==> config.mk <==
export PLATFORM = sky130hd
export DESIGN_NAME = mux_rr_nto1_flat
export DESIGN_NICKNAME = d
export VERILOG_FILES = /design/src/rtl/mux_rr_nto1_if.sv /design/src/rtl/mux_rr_nto1.sv /design/src/flat_wrapper.sv
export SDC_FILE = /design/constraint.sdc
export NUM_CORES = 1
export LEC_CHECK = 0
export ABC_AREA = 1
export ABC_CLOCK_PERIOD_IN_PS = 4100
export CAP_MARGIN = 10
export CORE_MARGIN = 2
export CORE_UTILIZATION = 35
export DETAILED_ROUTE_END_ITERATION = 8
export MAX_ROUTING_LAYER = met4
export PLACE_DENSITY_LB_ADDON = 0.12
export SKIP_CTS_REPAIR_TIMING = 1
export SLEW_MARGIN = 10
export SYNTH_ARGS = -nofsm -noshare
export SYNTH_HDL_FRONTEND = slang
export SYNTH_SLANG_ARGS = --single-unit
==> constraint.sdc <==
create_clock -name clk_i -period 4.1 [get_ports clk_i]
set_clock_uncertainty 0.15 [all_clocks]
set_input_delay 0.615 -clock clk_i [delete_from_list [all_inputs] [get_ports clk_i]]
set_output_delay 0.615 -clock clk_i [all_outputs]
set_load 0.01 [all_outputs]
==> src/rtl/mux_rr_nto1_if.sv <==
// Handshake bundle for the N-to-1 channel multiplexer.
// Producers drive the valid_i/data_i side and the consumer drives ready_i.
// The mux owns ready_o and the registered output.
interface mux_rr_nto1_if #(
  parameter int unsigned size     = 32,
  parameter int unsigned CHANNELS = 4,
  parameter int unsigned SELW     = 2
);
  logic [CHANNELS-1:0]      valid_i;
  logic [CHANNELS*size-1:0] data_i;
  logic [CHANNELS-1:0]      ready_o;
  logic                     force_en_i;
  logic [SELW-1:0]          force_sel_i;
  logic [size-1:0]          data_o;
  logic                     valid_o;
  logic [SELW-1:0]          sel_o;
  logic                     ready_i;

  // Producer/consumer side (drives requests and downstream ready)
  modport master (
    output valid_i, data_i, force_en_i, force_sel_i, ready_i,
    input  ready_o, data_o, valid_o, sel_o
  );

  // Multiplexer side
  modport slave (
    input  valid_i, data_i, force_en_i, force_sel_i, ready_i,
    output ready_o, data_o, valid_o, sel_o
  );
endinterface

==> src/rtl/mux_rr_nto1.sv <==
// Registered N-to-1 channel multiplexer.
// Picks one requesting channel per cycle (round-robin, fixed priority or forced select)
// and registers the winning word into a single-entry output stage.
module mux_rr_nto1 #(
  parameter int unsigned size     = 32,
  parameter int unsigned CHANNELS = 4,
  parameter int unsigned SELW     = 2,
  parameter int unsigned MODE     = 0   // 0 = round-robin, 1 = fixed priority
) (
  input logic          clk_i,
  input logic          rst_i,   // asynchronous, active low
  mux_rr_nto1_if.slave bus
);

  logic [SELW-1:0]     ptr_q;
  logic [SELW-1:0]     sel_q;
  logic [size-1:0]     data_q;
  logic                valid_q;

  logic                load;
  logic                has_grant;
  logic                xfer;
  logic [SELW-1:0]     gidx;
  logic [SELW-1:0]     ptr_nxt;
  logic [CHANNELS-1:0] grant;
  logic [size-1:0]     win_data;
  int unsigned         j;

  // Output stage can take a word when empty or draining this cycle
  assign load = ~valid_q | bus.ready_i;

  // Arbitration: pick the granted channel index from current requests and pointer
  always_comb begin
    has_grant = 1'b0;
    gidx      = '0;
    j         = 0;
    if (bus.force_en_i) begin
      // Out-of-range forced index yields no grant
      if (32'(bus.force_sel_i) < CHANNELS) begin
        if (bus.valid_i[bus.force_sel_i]) begin
          has_grant = 1'b1;
          gidx      = bus.force_sel_i;
        end
      end
    end else if (MODE == 0) begin
      for (int unsigned i = 0; i < CHANNELS; i++) begin
        j = 32'(ptr_q) + i;
        if (j >= CHANNELS) j = j - CHANNELS;
        if (!has_grant && bus.valid_i[SELW'(j)]) begin
          has_grant = 1'b1;
          gidx      = SELW'(j);
        end
      end
    end else begin
      for (int unsigned i = 0; i < CHANNELS; i++) begin
        if (!has_grant && bus.valid_i[SELW'(i)]) begin
          has_grant = 1'b1;
          gidx      = SELW'(i);
        end
      end
    end
  end

  // One-hot grant vector and winning data word
  always_comb begin
    grant    = '0;
    win_data = '0;
    if (has_grant) grant[gidx] = 1'b1;
    for (int unsigned k = 0; k < CHANNELS; k++) begin
      if (gidx == SELW'(k)) win_data = bus.data_i[k*size +: size];
    end
  end

  assign ptr_nxt = (32'(gidx) == CHANNELS - 1) ? '0 : gidx + 1'b1;
  // Held off while in reset so no channel sees an accept it cannot complete
  assign xfer    = load & has_grant & rst_i;

  assign bus.ready_o = xfer ? grant : '0;
  assign bus.data_o  = data_q;
  assign bus.valid_o = valid_q;
  assign bus.sel_o   = sel_q;

  // Output register and round-robin pointer
  always_ff @(posedge clk_i or negedge rst_i) begin
    if (!rst_i) begin
      data_q  <= '0;
      sel_q   <= '0;
      valid_q <= 1'b0;
      ptr_q   <= '0;
    end else if (xfer) begin
      data_q  <= win_data;
      sel_q   <= gidx;
      valid_q <= 1'b1;
      // Forced transfers leave the fairness pointer alone
      if (MODE == 0 && !bus.force_en_i) ptr_q <= ptr_nxt;
    end else if (load) begin
      valid_q <= 1'b0;
    end
  end

endmodule
==> src/flat_wrapper.sv <==
// flat-port wrapper written by rule: the top's interface ports become plain ports
module mux_rr_nto1_flat 
#(
  parameter int unsigned size     = 32,
  parameter int unsigned CHANNELS = 4,
  parameter int unsigned SELW     = 2,
  parameter int unsigned MODE     = 0                                         
)
  (clk_i, rst_i, bus_valid_i, bus_data_i, bus_force_en_i, bus_force_sel_i, bus_ready_i, bus_ready_o, bus_data_o, bus_valid_o, bus_sel_o);
  mux_rr_nto1_if #(.size(size), .CHANNELS(CHANNELS), .SELW(SELW)) bus_i ();
  input logic clk_i;
  input logic rst_i;
  input wire logic [$bits(bus_i.valid_i)-1:0] bus_valid_i;
  input wire logic [$bits(bus_i.data_i)-1:0] bus_data_i;
  input wire logic [$bits(bus_i.force_en_i)-1:0] bus_force_en_i;
  input wire logic [$bits(bus_i.force_sel_i)-1:0] bus_force_sel_i;
  input wire logic [$bits(bus_i.ready_i)-1:0] bus_ready_i;
  output wire logic [$bits(bus_i.ready_o)-1:0] bus_ready_o;
  output wire logic [$bits(bus_i.data_o)-1:0] bus_data_o;
  output wire logic [$bits(bus_i.valid_o)-1:0] bus_valid_o;
  output wire logic [$bits(bus_i.sel_o)-1:0] bus_sel_o;
  assign bus_i.valid_i = bus_valid_i;
  assign bus_i.data_i = bus_data_i;
  assign bus_i.force_en_i = bus_force_en_i;
  assign bus_i.force_sel_i = bus_force_sel_i;
  assign bus_i.ready_i = bus_ready_i;
  assign bus_ready_o = bus_i.ready_o;
  assign bus_data_o = bus_i.data_o;
  assign bus_valid_o = bus_i.valid_o;
  assign bus_sel_o = bus_i.sel_o;
  mux_rr_nto1 #(.size(size), .CHANNELS(CHANNELS), .SELW(SELW), .MODE(MODE)) u_core (.clk_i(clk_i), .rst_i(rst_i), .bus(bus_i));
endmodule
# --- Word level (Yosys, flattened, before mapping) ---
# Cells that the tools add are included.
word_totals:
  register_bits: 37
  inputBits: 138
  out_inout_bits: 39
  word_cells: 85
op_classes:
  n_addsub: 8
  n_lt_le_gt_ge: 11
  n_eq_ne: 3
  muxes: 44
  n_bitwise: 5
  n_reduce_logical: 10
ops:
  columns: ["operator", "n"]
  rows:
  - ["$mux 32", 4]
  - ["$mux 2", 15]
  - ["$lt 2x3->1 const B", 6]
  - ["$mux 1", 17]
  - ["$bmux 1 s2", 5]
  - ["$ge 3x3->1 const B", 3]
  - ["$mux 4", 2]
  - ["$sub 2x1->2 const B", 4]
  - ["$add 2x2->3 const B", 2]
  - ["$eq 2x2->1 const B", 2]
  - ["$logic_and 1x1->1", 4]
  - ["$add 2x1->3 const B", 1]
  - ["$ge 2x3->1 const B", 1]
  - ["$logic_not 1->1", 3]
  - ["$add 2x1->2 const B", 1]
  - ["$and 1x1->1", 2]
  - ["$demux 1 s2", 1]
  - ["$eq 2x1->1 const B", 1]
  - ["$ge 2x1->1 const B", 1]
  - ["$logic_not 2->1", 1]
  - ["$not 1->1", 2]
  - ["$reduce_and 2->1", 1]
  - ["$reduce_bool 2->1", 1]
  - ["$or 1x1->1", 1]

# --- Depth between registers and ports, before layout ---
# Gate-level depths: netlist of the first run.
depth:
  word_depth: 25
  mapped_depth: 23
  mapped_depth_nobuf: 20

# --- Worst setup path before layout of the first run ---
# OpenSTA, ideal clock, no wires.
synth_timing:
  kind: "input port to output port"
  startpoint: "input port bus_valid_i[3]"
  endpoint: "output port bus_ready_o[3]"
  arrival_ns: 2.412
  required_time_ns: 3.335
  path_slack_ns: 0.923
  path_stages: 15
  path_buffers: 2
  path_cell_list: "inv_1 > nand2_1 > nand3_1 > nand2_1 > nor2_4 > nand2_2 > nor2_4 > nor2_1 > nand2_1 > inv_1 > ha_1 > inv_1 > clkbuf_1 > clkbuf_1 > nor2_1"
synth_via:
  elab_chain_len: 22
  elab_cells_between_ends: 40
  classes_between: "order compare: 2; mux: 29; bitwise: 2; reduce/logical: 7"
synth_rtl:
  columns: ["element", "line_no", "rtl"]
  rows:
  - ["start, declared", "flat_wrapper.sv:13", "input wire logic [$bits(bus_i.valid_i)-1:0] bus_valid_i;"]
  - ["$bmux 1 s2", "mux_rr_nto1.sv:49", "if (!has_grant && bus.valid_i[SELW'(j)]) begin"]
  - ["$mux 1 (not written as such)", "mux_rr_nto1.sv:49", null]
  - ["$mux 1", "mux_rr_nto1.sv:49", null]
  - ["$mux 1", "mux_rr_nto1.sv:37", "if (bus.force_en_i) begin"]
  - ["$logic_not 1->1", "mux_rr_nto1.sv:49", null]
  - ["$logic_and 1x1->1", "mux_rr_nto1.sv:49", null]
  - ["$mux 1", "mux_rr_nto1.sv:49", null]
  - ["$mux 1", "mux_rr_nto1.sv:37", null]
  - ["(+7 left out)", null, null]
  - ["$mux 2 (*)", "mux_rr_nto1.sv:37", null]
  - ["named net u_core.gidx[0]", "mux_rr_nto1.sv:23", "logic [SELW-1:0] gidx;"]
  - ["$lt 2x3->1 (not written as such) or $ge 2x1->1 (tied branches)", "mux_rr_nto1.sv:68", "if (has_grant) grant[gidx] = 1'b1;"]
  - ["$logic_and 1x1->1 (not written as such)", "mux_rr_nto1.sv:68", null]
  - ["$mux 1 (not written as such)", "mux_rr_nto1.sv:68", null]
  - ["$demux 1 s2 (*)", null, null]
  - ["$mux 4 (*)", "mux_rr_nto1.sv:68", null]
  - ["$mux 4 (*)", "mux_rr_nto1.sv:78", "assign bus.ready_o = xfer ? grant : '0;"]
  - ["end, declared", "flat_wrapper.sv:18", "output wire logic [$bits(bus_i.ready_o)-1:0] bus_ready_o;"]
# The timed path passes the listed nets; every way through them passes the cells marked *. The select of a mux whose other input is x is not followed.

# --- Final worst setup path of the first run ---
layout_timing:
  startpoint: "input port bus_valid_i[1]"
  endpoint: "output port bus_ready_o[1]"
# The elaborated chain is that of the path after synthesis.

==> flow_summary_export.csv, run 1 <==
group,metric,value,unit
pwr,netSwitchingFraction,0.484,
timing,timing.final.crit_share,0.918,
pwr,clkPwrFrac,0.087,
logic_synthesis,synth_seq_area_share,0.332,
finish,nNetsFinal,733,
timing,setup_viol,0,
finish,mostFrequentLayoutCell,"clkdlybuf4s50_1",
logic_synthesis,synth.ff_latch_count,37,
place,dp_hpwl,7.48,mm
cts,root_buffer,"clkbuf_8",
setup_path,worstPathRequired,3.34,ns
finish,syn2layout_area_growth,67.3,%
pwr,seq_power_share,0.215,
timing,rsz0062_at_grt,"no",
route,dr.pass1.iters,4,
place,dpl_worst_slack,0.357,ns
route,vias,3473,
floorplanning,rows,32,
timing,fin_crit,3.76,ns
cts,clk_pin_slew,0.08,ns
logic_synthesis,synthesis.area,0.00279,mm2
pwr,power_density,634,mW/mm2
global_routing,grt_first_pass_wirelength,15.9,mm
pwr,internal_power,1530,uW
cts,cts_made_buffers,5,
floorplanning,dieArea,0.00871,mm2
logic_synthesis,syn_avg_cell_area,6.48,um2
cts,cts_sinks,37,
timing,layout_setup_ws,0.337,ns
setup_path,end_kind,"output port",
route,wire_per_inst,14.6,um
timing,drv_slew,0,
route,drtAntennaViolNets,0,
timing,worstMarginPinSlew,0.602,ns
timing,slew_headroom,0.599,
global_routing,grt_pass1_vias,3270,
outcome,outcome,"finished clean",
logic_synthesis,yosys_warnings,0,
timing,hold_violations,0,
setup_path,critical_path_class,"primary input to output port",
finish,final_cell_mix,"clkdlybuf4s50_1 (175), nand2_1 (173), nand3_1 (47)",
min_path,hold_class,"register to register",
route,drt-total-wl,10.1,mm
floorplanning,die_x,93.3,um
min_path,hold_depth,2,
finish,nFillCells,750,
floorplanning,core-area,0.00773,mm2
floorplanning,fp.dieH,93.3,um
setup_path,start_kind,"primary input",
route,drc,0,
route,viasPerCell,5.00,
setup_path,r2r_cells,20,
global_routing,track_usage,0.236,
floorplanning,initial_core_util,0.361,
cts,cts_tree,"built",
pwr,peakVddDrop,394,uV
cts,clkLatencyLatePin,0.29,ns
global_routing,grt-ovfl-total,0,
setup_path,cp.arrival,3.00,ns
route,drtIter0Drc,111,
finish,drive_above_1_share,0.0473,
setup_path,cp_max_fo,5,
timing,fmax,266,MHz
logic_synthesis,syn_nets,573,
pwr,comb_power_share,0.698,
cts,cts_max_level,2,
pwr,total_leakage_power,0.00223,uW
place,portBuffers,176,
floorplanning,ios,177,
finish,antenna_cells,0,
pwr,power.switching,1430,uW
run,cap_violations,0,
logic_synthesis,synth_cells,431,
global_routing,grt_max_degree,65,
logic_synthesis,synth.distinct_cells,20,
global_routing,antenna_found_initial,0,
place,gp_congestion,0.919,
timing,finalSetupTns,0,ns
cts,cts_buffer_depth,2,
-- power by group through the flow --
stage | clock (uW) | combinational (uW) | sequential (uW)
final | 258 | 2070 | 636
after global placement | 0 | 2040 | 634
after floorplan | 0 | 1240 | 694
after global routing | 286 | 2330 | 658
after CTS | 267 | 2080 | 637
after detailed placement | 0 | 2070 | 639
-- routing by layer --
layer / up-vias / routed length [um] / global-route usage
met5: - / 0 / -
met4: 0 / 70 / 0.0392
met3: 7 / 631 / 0.0475
met2: 127 / 5040 / 0.397
met1: 1592 / 4390 / 0.299
li1: 1747 / - / -
-- worst max-delay path, cell delays in order --
cell and delay (ns):
clkdlybuf4s50_1 0.44, inv_1 0.08, nand2_1 0.07, nand3_1 0.13, nand2_1 0.11, nor2_4 0.17, nand2_2 0.08, nor2_4 0.14
nor2_1 0.05, nand2_1 0.18, inv_1 0.10, ha_1 0.22, inv_1 0.08, nor2_1 0.05, clkdlybuf4s50_1 0.48
-- registers in the layout, indices dropped and copies added (netlist names) --
signal              flops
u_core.bus.data_o      32
u_core.bus.sel_o        2
u_core.ptr_q            2
u_core.bus.valid_o      1
-- synth_stat cells --
library cell	number	area, um2
a21oi_1	33	165
buf_1	2	7.51
buf_4	3	22.5
buf_6	5	56.3
clkbuf_1	23	86.3
dfrtp_1	37	926
ha_1	4	50.1
inv_1	21	78.8
inv_2	1	3.75
inv_4	2	12.5
nand2_1	173	649
nand2_2	2	12.5
nand3_1	47	235
nand4_1	1	6.26
nor2_1	6	22.5
nor2_4	3	33.8
o211ai_1	32	240
o21ai_0	34	170
o21ai_1	1	5.00
o21ai_2	1	8.76
-- path summary, 6_finish.rpt --
check / from / end / slack, ns
max: bus_valid_i[1] / bus_ready_o[1] / 0.34
max in group asynchronous: rst_i / u_core.bus.data_o[26]$_DFFE_PN0P_ / 2.64
min: u_core.bus.data_o[7]$_DFFE_PN0P_ / u_core.bus.data_o[7]$_DFFE_PN0P_ / 0.33
min reg2reg: u_core.bus.data_o[7]$_DFFE_PN0P_ / u_core.bus.data_o[7]$_DFFE_PN0P_ / 0.33
max reg2reg: u_core.ptr_q[0]$_DFFE_PN0P_ / u_core.bus.data_o[11]$_DFFE_PN0P_ / 1.01
min in group asynchronous: rst_i / u_core.bus.valid_o$_DFFE_PN0P_ / 0.49
-- metrics by stage --
step / utilization / instances / hold WS, ns / instance area, um2 / power, uW
after floorplan: - / 431 / 0.169 / 2790 / 1930
after global placement: 0.592 / 685 / 0.273 / 4570 / 2670
after detailed placement: 0.592 / 685 / 0.273 / 4570 / 2710
after CTS: 0.603 / 693 / -0.0523 / 4660 / 2980
after global routing: 0.605 / 694 / 0.359 / 4670 / 3270
final: 0.605 / 694 / 0.333 / 4670 / 2960
-- layout make-up --
type	instances	area, um2	share of cell area
clock buffers	5	68.8	0.0147
clock inverters	3	21.3	0.00455
well taps	102	128	0.0273
repair buffers	186	1830	0.393
inverters	24	95.1	0.0204
flip-flops and latches	37	926	0.198
multi-input cells	337	1600	0.342
-- cells by family after synthesis --
logic type,after synthesis,share of synthesized area
AND/OR/NAND/NOR,232,0.344
AO/OA/AOI/OAI,101,0.211
buffers and inverters,57,0.0959
flip-flops,37,0.332
adder cells (fa/ha/maj),4,0.0179
Power figures use the tool's default switching activity.
==> run 2: changes to the inputs <==
--- a/config.mk
+++ b/config.mk
@@ -8,7 +8,7 @@
 export ABC_AREA = 1
 export ABC_CLOCK_PERIOD_IN_PS = 4100
 export CAP_MARGIN = 10
-export CORE_MARGIN = 2
+export CORE_MARGIN = 4
 export CORE_UTILIZATION = 35
 export DETAILED_ROUTE_END_ITERATION = 8
 export MAX_ROUTING_LAYER = met4
==> run 2 against run 1 <==
Effect of this change:
- design area grew 0.35%
- first-iteration DRC count grew 9.0%
- combinational power is essentially flat
- global-route usage shrank 1.1 points
- routed wire length grew 4.8%
- maximum frequency shrank 0.90%
- final cell count shrank 0.14%
- flip-flop and latch count is the same
- total power grew 2.7%
- critical endpoint unchanged
==> flow_summary_export.csv, run 2 (synthesis gave the netlist of run 1 again) <==
group,metric,value,unit
floorplanning,core-area,0.00773,mm2
floorplanning,fp.dieH,97.3,um
pwr,total_leakage_power,0.00224,uW
finish,largest_reg_flops,32,
setup_path,reg2reg_slack,0.98,ns
pwr,peakVddDrop,403,uV
global_routing,antenna_found_initial,0,
setup_path,startpoint,"bus_valid_i[1]",
cts,cts_buffer_depth,2,
finish,drive_above_1_share,0.0457,
route,dr.pass1.iters,4,
global_routing,grt_max_degree,65,
cts,cts_max_level,2,
setup_path,crit_end,"bus_ready_o[1]",
timing,slew_headroom,0.592,
setup_path,rr_endpoint,"u_core.bus.data_o[22]$_DFFE_PN0P_",
setup_path,timing.rr.start,"u_core.ptr_q[0]$_DFFE_PN0P_",
finish,mostFrequentLayoutCell,"clkdlybuf4s50_1",
global_routing,grt-ovfl-total,0,
timing,hold_violations,0,
floorplanning,ios,177,
timing,finalSetupTns,0,ns
global_routing,grt_pass1_vias,3473,
cts,cts_made_buffers,5,
place,dp_hpwl,7.86,mm
outcome,outcome,"finished clean",
timing,worstMarginPinSlew,0.612,ns
timing,timing.final.crit_share,0.926,
timing,rsz0062_at_grt,"no",
setup_path,end_kind,"output port",
setup_path,start_kind,"primary input",
finish,nNetsFinal,732,
run,cap_violations,0,
place,portBuffers,176,
timing,fmax,263,MHz
cts,root_buffer,"clkbuf_8",
timing,setup_viol,0,
finish,antenna_cells,0,
route,viasPerCell,5.04,
finish,fin_area,0.00469,mm2
pwr,clkPwrFrac,0.108,
cts,cts_sinks,37,
pwr,power_density,649,mW/mm2
setup_path,cp_max_fo,5,
pwr,netSwitchingFraction,0.472,
setup_path,cp.arrival,3.03,ns
floorplanning,initial_core_util,0.361,
route,drtIter0Drc,121,
setup_path,critical_path_class,"primary input to output port",
min_path,hold_class,"primary input to asynchronous set/reset pin",
global_routing,track_usage,0.225,
pwr,comb_power_share,0.682,
timing,drv_slew,0,
floorplanning,die_x,97.3,um
route,drtAntennaViolNets,0,
pwr,internal_power,1610,uW
floorplanning,rows,32,
pwr,seq_power_share,0.210,
finish,syn2layout_area_growth,67.9,%
cts,clkLatencyLatePin,0.29,ns
place,gp_congestion,0.922,
cts,clk_pin_slew,0.08,ns
route,drt-total-wl,10.6,mm
setup_path,worstPathRequired,3.34,ns
floorplanning,dieArea,0.00947,mm2
route,wire_per_inst,15.3,um
pwr,power.switching,1430,uW
timing,fin_crit,3.80,ns
cts,cts_tree,"built",
route,vias,3496,
global_routing,grt_first_pass_wirelength,16.9,mm
place,placed_area,0.00457,mm2
finish,final_cell_mix,"clkdlybuf4s50_1 (175), nand2_1 (173), nand3_1 (47)",
setup_path,r2r_cells,20,
route,drc,0,
-- run 2: changes by cell type in the layout (fill, tap and decap cells not counted), sizes merged --
| cell | previous run | this run |
|---|---|---|
| bufinv | 0 | 1 |
| clkinvlp | 1 | 0 |
| dlygate4sd3 | 1 | 0 |
| clkbuf | 5 | 7 |
| inv | 25 | 24 |
| clkinv | 1 | 0 |
-- run 2: cell type report --
cell class | instances | area [um2]
fillers | 747 | 3040
repair buffers | 185 | 1820
multi-input cells | 337 | 1600
flip-flops and latches | 37 | 926
well taps | 102 | 128
inverters | 24 | 95.1
clock buffers | 7 | 86.3
clock inverters | 1 | 30.0
-- run 2: worst max-delay path, stage by stage --
cell,delay [ns]
clkdlybuf4s50_1,0.44
inv_1,0.09
nand2_1,0.07
nand3_1,0.13
nand2_1,0.12
nor2_4,0.18
nand2_2,0.09
nor2_4,0.14
nor2_1,0.05
nand2_1,0.18
inv_1,0.09
ha_1,0.21
inv_1,0.07
nor2_1,0.05
clkdlybuf4s50_1,0.50
-- run 2: how the worst min path moves through the flow --
| stage | from | end | slack [ns] |
|---|---|---|---|
| 2_1_floorplan | rst_i | u_core.bus.data_o[0]$_DFFE_PN0P_ | 0.17 |
| 5_1_grt | rst_i | u_core.bus.data_o[26]$_DFFE_PN0P_ | 0.28 |
| 4_1_cts | rst_i | u_core.bus.data_o[24]$_DFFE_PN0P_ | 0.26 |
| 6_report | rst_i | u_core.bus.data_o[16]$_DFFE_PN0P_ | 0.25 |
| 3_5_place_dp | u_core.bus.data_o[0]$_DFFE_PN0P_ | u_core.bus.data_o[0]$_DFFE_PN0P_ | 0.31 |
| 3_3_place_gp | u_core.bus.data_o[11]$_DFFE_PN0P_ | u_core.bus.data_o[11]$_DFFE_PN0P_ | 0.31 |
-- run 2: power groups by stage --
stage	combinational (uW)	sequential (uW)	clock, uW
after floorplan	1240	694	0
after global placement	2030	636	0
after detailed placement	2070	640	0
after CTS	2090	639	335
after global routing	2330	661	351
final	2070	639	329
-- run 2: through the flow --
step	power, uW	instances	utilization	hold WS (ns)	setup slack [ns]
3_3_place_gp	2670	685	0.592	0.312	0.448
6_report	3040	693	0.607	0.247	0.302
2_1_floorplan	1930	431	-	0.169	0.923
4_1_cts	3060	693	0.607	0.260	0.321
5_1_grt	3340	693	0.607	0.284	0.110
3_5_place_dp	2710	685	0.592	0.314	0.326
-- run 2: routing by layer --
metal / GRT usage / share of wire / wire (um)
met5: - / 0 / 0
met3: 0.0503 / 0.070 / 746
met1: 0.257 / 0.41 / 4340
met4: 0.0714 / 0.024 / 255
met2: 0.393 / 0.50 / 5280
==> run 3: changes to the inputs <==
--- a/config.mk
+++ b/config.mk
@@ -7,9 +7,8 @@
 export LEC_CHECK = 0
 export ABC_AREA = 1
 export ABC_CLOCK_PERIOD_IN_PS = 4100
-export CAP_MARGIN = 10
 export CORE_MARGIN = 4
-export CORE_UTILIZATION = 35
+export CORE_UTILIZATION = 40
 export DETAILED_ROUTE_END_ITERATION = 8
 export MAX_ROUTING_LAYER = met4
 export PLACE_DENSITY_LB_ADDON = 0.12
==> run 3 against run 2 <==
Effect of this change:
- global-route usage increased by 2.7 points
- hold slack improved by 0.025 ns
- sequential share of layout area grew 0.19 points
- first-iteration DRC count increased by 21%
- largest cell class unchanged
- flip-flop and latch count unchanged
- critical path type unchanged
- die area fell by 12%
- clock power down 26%
- critical endpoint unchanged
- design area is 0.93% lower
==> flow_summary_export.csv, run 3 (synthesis gave the netlist of run 1 again) <==
group,metric,value,unit
outcome,outcome,"finished clean",
global_routing,grt_max_degree,65,
cts,cts_max_level,2,
setup_path,r2r_cells,20,
timing,holdWs,0.272,ns
cts,root_buffer,"clkbuf_8",
place,portBuffers,176,
timing,rsz0062_at_grt,"no",
setup_path,rr_endpoint,"u_core.bus.data_o[0]$_DFFE_PN0P_",
finish,mostFrequentLayoutCell,"clkdlybuf4s50_1",
global_routing,grt-ovfl-total,0,
route,drt-total-wl,10.5,mm
cts,cts_buffer_depth,2,
setup_path,cp_max_fo,5,
global_routing,track_usage,0.252,
route,vias,3510,
place,dp_cells,679,
setup_path,cp.arrival,3.02,ns
finish,drive_above_1_share,0.0423,
timing,hold_violations,0,
timing,setup_viol,0,
run,cap_violations,0,
setup_path,critical_path_class,"primary input to output port",
finish,fin_util,0.684,
timing,drv_slew,0,
pwr,peakVddDrop,485,uV
setup_path,timing.rr.start,"u_core.ptr_q[0]$_DFFE_PN0P_",
floorplanning,rows,30,
timing,fin_crit,3.78,ns
setup_path,start_kind,"primary input",
route,drtAntennaViolNets,0,
cts,clk_pin_slew,0.07,ns
finish,final_cell_mix,"clkdlybuf4s50_1 (175), nand2_1 (173), nand3_1 (47)",
place,dp_hpwl,7.70,mm
floorplanning,dieArea,0.00838,mm2
pwr,total_leakage_power,0.00223,uW
place,gp_congestion,0.826,
route,dr.pass1.iters,4,
global_routing,antenna_found_initial,0,
finish,antenna_cells,0,
route,drtIter0Drc,146,
timing,fmax,264,MHz
setup_path,startpoint,"bus_valid_i[3]",
setup_path,worstPathRequired,3.34,ns
floorplanning,ios,177,
finish,nNetsFinal,732,
finish,fin_area,0.00464,mm2
route,drc,0,
setup_path,end_kind,"output port",
pwr,power_density,636,mW/mm2
setup_path,reg2reg_slack,1.01,ns
timing,slew_headroom,0.596,
timing,timing.final.crit_share,0.923,
route,wire_per_inst,15.2,um
floorplanning,initial_core_util,0.411,
cts,clkLatencyLatePin,0.28,ns
floorplanning,fp.dieH,91.6,um
global_routing,grt_first_pass_wirelength,16.6,mm
finish,syn2layout_area_growth,66.3,%
floorplanning,die_x,91.6,um
finish,instances_no_fill,687,
timing,worstMarginPinSlew,0.606,ns
timing,finalSetupTns,0,ns
cts,cts_tree,"built",
place,placed_area,0.00456,mm2
setup_path,crit_end,"bus_ready_o[1]",
floorplanning,core-area,0.00679,mm2
finish,largest_reg_flops,32,
route,viasPerCell,5.11,
cts,cts_made_buffers,5,
cts,cts_sinks,37,
min_path,hold_class,"primary input to asynchronous set/reset pin",
global_routing,grt_pass1_vias,3444,
-- run 3: metrics by stage --
step                power [uW]  setup WS [ns]
floorplan                 1930          0.923
global placement          2650          0.453
detailed placement        2710          0.330
CTS                       2970          0.324
global route              3250          0.132
finish                    2950          0.316
-- run 3: worst min path at each step --
stage	endpoint	depth (start not counted)
floorplan	u_core.bus.data_o[0]$_DFFE_PN0P_	0
global placement	u_core.bus.data_o[27]$_DFFE_PN0P_	2
detailed placement	u_core.bus.data_o[3]$_DFFE_PN0P_	2
CTS	u_core.bus.data_o[20]$_DFFE_PN0P_	2
global route	u_core.bus.valid_o$_DFFE_PN0P_	2
finish	u_core.bus.data_o[19]$_DFFE_PN0P_	2
-- run 3: report_power, final --
group,switching (uW),leakage [uW],internal [uW]
clock network,123,0.0000395,121
registers,109,0.000465,532
logic,1190,0.00172,877
total,1420,0.00223,1530
-- run 3: area by class of cell --
type	count	area, um2
tap	96	120
clock buffer	8	80.1
fill	602	2150
inverter	24	95.1
multi-input combinational	337	1600
sequential	37	926
timing repair buffer	185	1820
-- run 3: metal layers --
metal | vias up | GRT usage | share of wire
met5 | - | - | 0
met2 | 138 | 0.430 | 0.50
met3 | 19 | 0.0721 | 0.084
li1 | 1742 | - | -
met4 | 0 | 0.0729 | 0.020
met1 | 1611 | 0.287 | 0.40
-- run 3: worst max-delay path, stage by stage --
cell	delay (ns)
clkdlybuf4s50_1	0.43
inv_1	0.09
nand2_1	0.07
nand3_1	0.12
nand2_1	0.12
nor2_4	0.17
nand2_2	0.08
nor2_4	0.14
nor2_1	0.05
nand2_1	0.19
inv_1	0.10
ha_1	0.23
inv_1	0.08
nor2_1	0.05
clkdlybuf4s50_1	0.51
